--- src/rtl/unipolar_rz_receiver.sv ---
// ============================================================================
// Module      : unipolar_rz_receiver
// Description : Unipolar return-to-zero (WS2812-style) line decoder. Measures
//               high-pulse widths, classifies them as 0/1 against the midpoint
//               of the nominal widths, assembles LSB-first words and flags
//               frame ends (long low gaps) and protocol violations.
//               Optional macro UNIPOLAR_RZ_GLITCH_FILTER_EN inserts a
//               3-sample stability filter after the synchronizer.
// Revision    : 1.0 - initial release
// ============================================================================
`timescale 1ns/1ps
`default_nettype none

module unipolar_rz_receiver #(
    // Defaults describe a 10 MHz reference setup; instances override them.
    parameter int  DATA_WIDTH     = 8,
    parameter int  CLOCK_RATE     = 10_000_000,
    parameter real ZERO_HIGH_TIME = 400.0e-9,
    parameter real ONE_HIGH_TIME  = 800.0e-9,
    parameter real RESET_TIME     = 50.0e-6
) (
    input  logic                  clock,
    input  logic                  reset,
    input  logic                  line,
    output logic [DATA_WIDTH-1:0] data,
    output logic                  valid,
    output logic                  frame_end,
    output logic                  error,
    output logic                  busy
);

    // Cycle-domain timing constants, rounded to the nearest clock.
    localparam int c_ZH       = $rtoi(real'(CLOCK_RATE) * ZERO_HIGH_TIME + 0.5);
    localparam int c_OH       = $rtoi(real'(CLOCK_RATE) * ONE_HIGH_TIME + 0.5);
    localparam int c_RST      = $rtoi(real'(CLOCK_RATE) * RESET_TIME + 0.5);
    localparam int c_THRESH   = (c_ZH + c_OH) / 2;
    localparam int c_MAX_HIGH = 2 * c_OH;
    localparam int c_LIMIT    = (c_RST > c_MAX_HIGH) ? c_RST : c_MAX_HIGH;
    localparam int c_CNT_W    = $clog2(c_LIMIT + 1);
    localparam int c_BC_W     = $clog2(DATA_WIDTH);

    localparam logic [c_CNT_W-1:0] c_RST_C    = c_CNT_W'(c_RST);
    localparam logic [c_CNT_W-1:0] c_THRESH_C = c_CNT_W'(c_THRESH);
    localparam logic [c_CNT_W-1:0] c_MAXH_C   = c_CNT_W'(c_MAX_HIGH);
    localparam logic [c_CNT_W-1:0] c_LIMIT_C  = c_CNT_W'(c_LIMIT);
    localparam logic [c_CNT_W-1:0] c_CNT_ONE  = c_CNT_W'(1);
    localparam logic [c_BC_W-1:0]  c_BC_ONE   = c_BC_W'(1);
    localparam logic [c_BC_W-1:0]  c_BC_LAST  = c_BC_W'(DATA_WIDTH - 1);

    localparam logic [1:0] c_ST_SYNC = 2'd0;
    localparam logic [1:0] c_ST_LOW  = 2'd1;
    localparam logic [1:0] c_ST_HIGH = 2'd2;

    logic                  r_sync1, r_sync2, w_level;
    logic                  r_prev, r_rise, r_fall;
    logic [1:0]            r_state, w_state_nxt;
    logic [c_CNT_W-1:0]    r_cnt, w_cnt_nxt, w_cnt_inc;
    logic [c_BC_W-1:0]     r_bitcnt, w_bitcnt_nxt;
    logic [DATA_WIDTH-2:0] r_sreg, w_sreg_nxt;
    logic [DATA_WIDTH-1:0] r_data, w_data_nxt, w_shift;
    logic                  r_valid, r_frame_end, r_error, r_busy, r_seen;
    logic                  w_valid_nxt, w_fe_nxt, w_err_nxt, w_seen_nxt, w_busy_nxt;
    logic                  w_bit;

`ifdef UNIPOLAR_RZ_GLITCH_FILTER_EN
    logic r_hist0, r_hist1, r_held;

    // Stability filter: the level follows the input only after 3 equal samples.
    always_ff @(posedge clock) begin
        if (reset) begin
            r_hist0 <= 1'b0;
            r_hist1 <= 1'b0;
            r_held  <= 1'b0;
        end else begin
            r_hist0 <= r_sync2;
            r_hist1 <= r_hist0;
            r_held  <= w_level;
        end
    end

    assign w_level = ((r_sync2 == r_hist0) && (r_hist0 == r_hist1)) ? r_sync2 : r_held;
`else
    assign w_level = r_sync2;
`endif

    // Synchronize the pin and register rise/fall together with the level they belong to.
    always_ff @(posedge clock) begin
        if (reset) begin
            r_sync1 <= 1'b0;
            r_sync2 <= 1'b0;
            r_prev  <= 1'b0;
            r_rise  <= 1'b0;
            r_fall  <= 1'b0;
        end else begin
            r_sync1 <= line;
            r_sync2 <= r_sync1;
            r_prev  <= w_level;
            r_rise  <= w_level & ~r_prev;
            r_fall  <= ~w_level & r_prev;
        end
    end

    // Saturating counter increment shared by all states.
    assign w_cnt_inc = (r_cnt == c_LIMIT_C) ? r_cnt : r_cnt + c_CNT_ONE;
    assign w_bit     = (r_cnt > c_THRESH_C);
    assign w_shift   = {w_bit, r_sreg};

    // Next-state decode for the SYNC / LOW / HIGH line tracker.
    always_comb begin
        w_state_nxt  = r_state;
        w_cnt_nxt    = r_cnt;
        w_bitcnt_nxt = r_bitcnt;
        w_sreg_nxt   = r_sreg;
        w_data_nxt   = r_data;
        w_valid_nxt  = 1'b0;
        w_fe_nxt     = 1'b0;
        w_err_nxt    = 1'b0;
        w_seen_nxt   = r_seen;
        case (r_state)
            c_ST_SYNC: begin
                w_bitcnt_nxt = '0;
                if (r_prev) begin
                    w_cnt_nxt = '0;
                end else begin
                    w_cnt_nxt = w_cnt_inc;
                    if (w_cnt_inc >= c_RST_C) begin
                        w_state_nxt = c_ST_LOW;
                    end
                end
            end
            c_ST_LOW: begin
                if (r_rise) begin
                    // The rising sample itself is the first high cycle.
                    w_state_nxt = c_ST_HIGH;
                    w_cnt_nxt   = c_CNT_ONE;
                end else begin
                    w_cnt_nxt = w_cnt_inc;
                    // Fire once, on the cycle the low run first reaches RST.
                    if ((w_cnt_inc == c_RST_C) && (r_cnt != c_RST_C)) begin
                        if (r_bitcnt == '0) begin
                            if (r_seen) begin
                                w_fe_nxt   = 1'b1;
                                w_seen_nxt = 1'b0;
                            end
                        end else begin
                            // Gap inside a word; the count already satisfies SYNC.
                            w_err_nxt    = 1'b1;
                            w_bitcnt_nxt = '0;
                            w_state_nxt  = c_ST_SYNC;
                        end
                    end
                end
            end
            c_ST_HIGH: begin
                if (r_fall) begin
                    w_state_nxt = c_ST_LOW;
                    w_cnt_nxt   = c_CNT_ONE;
                    w_sreg_nxt  = w_shift[DATA_WIDTH-1:1];
                    if (r_bitcnt == c_BC_LAST) begin
                        w_data_nxt   = w_shift;
                        w_valid_nxt  = 1'b1;
                        w_bitcnt_nxt = '0;
                        w_seen_nxt   = 1'b1;
                    end else begin
                        w_bitcnt_nxt = r_bitcnt + c_BC_ONE;
                    end
                end else if (w_cnt_inc >= c_MAXH_C) begin
                    w_err_nxt    = 1'b1;
                    w_bitcnt_nxt = '0;
                    w_cnt_nxt    = '0;
                    w_state_nxt  = c_ST_SYNC;
                end else begin
                    w_cnt_nxt = w_cnt_inc;
                end
            end
            default: begin
                w_state_nxt  = c_ST_SYNC;
                w_cnt_nxt    = '0;
                w_bitcnt_nxt = '0;
            end
        endcase
    end

    assign w_busy_nxt = (w_state_nxt == c_ST_HIGH) ||
                        ((w_state_nxt == c_ST_LOW) && (w_bitcnt_nxt != '0));

    // State, counters and registered outputs.
    always_ff @(posedge clock) begin
        if (reset) begin
            r_state     <= c_ST_SYNC;
            r_cnt       <= '0;
            r_bitcnt    <= '0;
            r_sreg      <= '0;
            r_data      <= '0;
            r_valid     <= 1'b0;
            r_frame_end <= 1'b0;
            r_error     <= 1'b0;
            r_busy      <= 1'b0;
            r_seen      <= 1'b0;
        end else begin
            r_state     <= w_state_nxt;
            r_cnt       <= w_cnt_nxt;
            r_bitcnt    <= w_bitcnt_nxt;
            r_sreg      <= w_sreg_nxt;
            r_data      <= w_data_nxt;
            r_valid     <= w_valid_nxt;
            r_frame_end <= w_fe_nxt;
            r_error     <= w_err_nxt;
            r_busy      <= w_busy_nxt;
            r_seen      <= w_seen_nxt;
        end
    end

    assign data      = r_data;
    assign valid     = r_valid;
    assign frame_end = r_frame_end;
    assign error     = r_error;
    assign busy      = r_busy;

endmodule

`default_nettype wire

--- config.mk ---
export PLATFORM = sky130hd
export DESIGN_NAME = unipolar_rz_receiver
export DESIGN_NICKNAME = d
export VERILOG_FILES = /design/src/rtl/unipolar_rz_receiver.sv
export SDC_FILE = /design/constraint.sdc
export NUM_CORES = 1
export LEC_CHECK = 0
export ABC_AREA = 1
export CORE_MARGIN = 2
export CORE_UTILIZATION = 30
export CTS_BUF_LIST = sky130_fd_sc_hd__clkbuf_8 sky130_fd_sc_hd__clkbuf_16
export DETAILED_ROUTE_END_ITERATION = 6
export SYNTH_ARGS = -nofsm -noshare
export SYNTH_HDL_FRONTEND = slang
export SYNTH_SLANG_ARGS = --single-unit
--- constraint.sdc ---
create_clock -name clock -period 2.2 [get_ports clock]
set_input_delay 0.44 -clock clock [delete_from_list [all_inputs] [get_ports clock]]
set_output_delay 0.44 -clock clock [all_outputs]
set_load 0.1 [all_outputs]
==> out/qor.csv, run 1 <==
stage;metric;value;unit
global_route;overflow;0;
placed_design;port_buffers;14;
sta;worst_pin_slew;0.4465;ns
detailed_routing;routedWlPerCell;11.73;µm
setup_path;cpPeakStageDelay;0.37;ns
detailed_routing;dr.pass1.iters;4;
logic_synthesis;synth_nets;303;
setup_path;critPathMaxFanout;4;
global_route;antenna_found_initial;0;
detailed_routing;ant_nets;0;
clocking;insertion_delay;0.29;ns
finish;finish.net_count;333;
power;pwr-share-clk;43.5;%
finish;final_common_cell;nand2_1;
min_path;hold_class;reg -> reg;
clocking;cts_buffers;5;
sta;setup_viol;0;
global_route;grt_first_pass_wirelength;8066;µm
placed_design;placed_cell_area;2241;µm²
logic_synthesis;yosysTopAreaCell;dfxtp_1;
floorplanning;dieArea;7285;µm²
clocking;clk_pin_slew;0.08;ns
logic_synthesis;synth_cell_types;26;
detailed_routing;vias_per_cell;4.688;
logic_synthesis;synth_top_area_share;39.32;%
finish;layout_common_cells;nand2_1 (59), nor2_1 (42), inv_1 (38);
clocking;htreeDepth;2;
floorplanning;rows;29;
setup_path;critPathLaunchType;flip-flop;
clocking;clock_path_buffers;2;
finish;diodes;0;
detailed_routing;drcViolationCount;0;
global_route;grt_max_degree;16;
detailed_routing;wl;4669;µm
placed_design;gp_congestion;0.8590;
setup_path;end_kind;flip-flop;
floorplanning;die_w;85.36;µm
floorplanning;die-height;85.36;µm
logic_synthesis;ys_ff_latch;39;
floorplanning;top_level_ports;15;
logic_synthesis;yosys_warnings;0;
logic_synthesis;synth-edff-count;0;
sta;finClkSkew;0.004950;ns
setup_path;cp_top_family;simple AND/OR/NAND/NOR gates;
setup_path;critPathBufInv;2;
sta;hold_viol;0;
sta;whs;0.4074;ns
power;p_sw_share;21.32;%
logic_synthesis;async_reset_ff_share;0;%
setup_path;cp_slowest_cell;dfxtp_4;
global_route;grt_pass1_vias;1760;
setup_path;critPathArrivalTime;2.21;ns
sta;fin_crit;2.022;ns
finish;seqCellArea;789.5;µm²
flow_run;drv_cap;0;
logic_synthesis;synthCells;290;
finish;stdcell_area;2462;µm²
setup_path;critPathRequiredTime;2.39;ns
sta;relSlewSlack;69.96;%
power;leakagePower;1.077;nW
logic_synthesis;synth_area_per_cell;6.847;µm²
finish;area_delta_synth_final;24.01;%
detailed_routing;vias;1866;
power;finalPower;1.411;mW
floorplanning;coreArea;6386;µm²
logic_synthesis;synth_area;1986;µm²
setup_path;cp_cell_sequence;inv_2 > ha_1 > inv_1 > nor2_2 > nand3_2 > a21oi_1 > nand3_1 > nor2_1 > nand4_1 > nand3_2 > nand2_1 > nor2_1 > nand2_1 > nand2_1 > nand2_1;
floorplanning;initial_core_util;31.09;%
setup_path;worstSetupPathType;reg -> reg;
power;p_sw;300.8;µW
power;intPower;1.110;mW
clocking;ctsHoldBuffers;0;
clocking;numClockSinks;39;
setup_path;cpMostUsedCell;nand2_1;
global_route;track_usage;13.72;%
sta;final.period_utilization;91.91;%
power;combinationalPowerShare;5.2;%
power;p_seq_share;51.3;%
clocking;cts_tree;built;
detailed_routing;drt_iter0_markers;129;
logic_synthesis;synth_area_leaders;dfxtp_1 (39%), nand2_1 (12%), nor2_1 (8.5%);
finish;fillCellCount;678;
sta;drv_slew;0;
power;power.density;573.1;nW/µm²
sta;fmax;0.4946;GHz
power;vdd_drop_max;248.6;µV
logic_synthesis;synth_ff_type;dfxtp_1;
finish;multi_input_area;1101;µm²
clocking;clockRootBuffer;clkbuf_8;
logic_synthesis;ys_seq_area_share;39.32;%
finish;drive_gt1_share;21.81;%
run_status;outcome;completed;
placed_design;dp_hpwl;3542;µm
[cell families (layout without fill, tap and decap cells)]
logic type | after synthesis | in the layout | synth area share, %
fa+ha+maj | 10 | 10 | 6.301
buf+inv | 45 | 76 | 8.507
simple gates | 162 | 162 | 36.30
compound gates | 32 | 32 | 8.696
xor+xnor | 2 | 2 | 0.8823
flops | 39 | 39 | 39.32
[worst paths after layout]
| kind | startpoint | to | slack (ns) | cells after the start |
|---|---|---|---|---|
| hold reg to reg | r_sync1 | r_sync2 | 0.41 | 2 |
| hold / removal | r_sync1 | r_sync2 | 0.41 | 2 |
| setup reg to reg | r_cnt[0] | busy | 0.18 | 15 |
| setup / recovery | r_cnt[0] | busy | 0.18 | 15 |
[metal layers]
layer	global-route usage (%)	vias up	routed length, µm
met5	0	-	0
met4	5.772	0	96
met3	2.626	9	134
met2	21.59	32	2159
met1	18.38	844	2279
li1	-	981	-
[what timing repair did]
item / in CTS / in global routing
endpoints found under the setup margin: 0 / 3
hold endpoints to repair: 0 / 0
setup buffers: 0 / 4
gates resized for setup: 0 / 24
[power by group through the flow]
stage	Sequential, mW	Clock (mW)	Combinational [mW]
detailed placement	0.737	0	0.0668
CTS	0.721	0.629	0.0674
global route	0.725	0.658	0.0831
floorplan	0.737	0	0.0401
finish	0.724	0.615	0.0727
global placement	0.737	0	0.0676
[synth_stat cells, types with 2 or more instances]
cell	number
a21oi_1	11
clkbuf_1	3
dfxtp_1	39
ha_1	10
inv_1	39
inv_2	2
nand2_1	65
nand2_2	6
nand3_1	24
nand3_2	2
nand4_1	5
nor2_1	45
nor2_2	6
nor2_4	2
nor3_1	4
nor4_1	2
o21ai_0	14
o21ai_1	3
[area by class of cell]
cell class / count / area share, %
Multi-Input combinational cell: 206 / 44.72
Timing Repair Buffer: 26 / 8.130
Clock inverter: 2 / 1.423
Inverter: 42 / 6.402
Clock buffer: 6 / 3.354
Sequential cell: 39 / 32.06
Tap cell: 77 / 3.913
[worst min-delay path, delay by kind of cell (launching register included)]
family,cells,cell delay [ns]
simple gates,1,0.03
flops,1,0.30
buf+inv,1,0.04
[flip-flops by register name, summed over array words and instances (netlist names), 2 cells and up]
| name | count |
|---|---|
| data | 8 |
| r_bitcnt | 3 |
| r_cnt | 9 |
| r_sreg | 7 |
| r_state | 2 |
[through the flow]
step                utilization [%]  setup WS [ns]  TNS (ns)  instances
floorplan                         -         0.3021         0        290
global placement              35.09         0.1274         0        386
detailed placement            35.09         0.1138         0        386
CTS                           36.93         0.1016         0        394
global route                  38.56       -0.04119  -0.04119        398
finish                        38.56         0.1781         0        398
Power figures use the tool's default switching activity.
==> run 2, diff against run 1 <==
SLEW_MARGIN = 10   (was unset)
==> results of run 2 <==
Final layout, timing and power as in run 1 (identical DEF).
==> run 3, diff against run 2 <==
GPL_ROUTABILITY_DRIVEN = 0   (was unset)
==> results of run 3 <==
Final layout, timing and power as in run 1 (identical DEF).
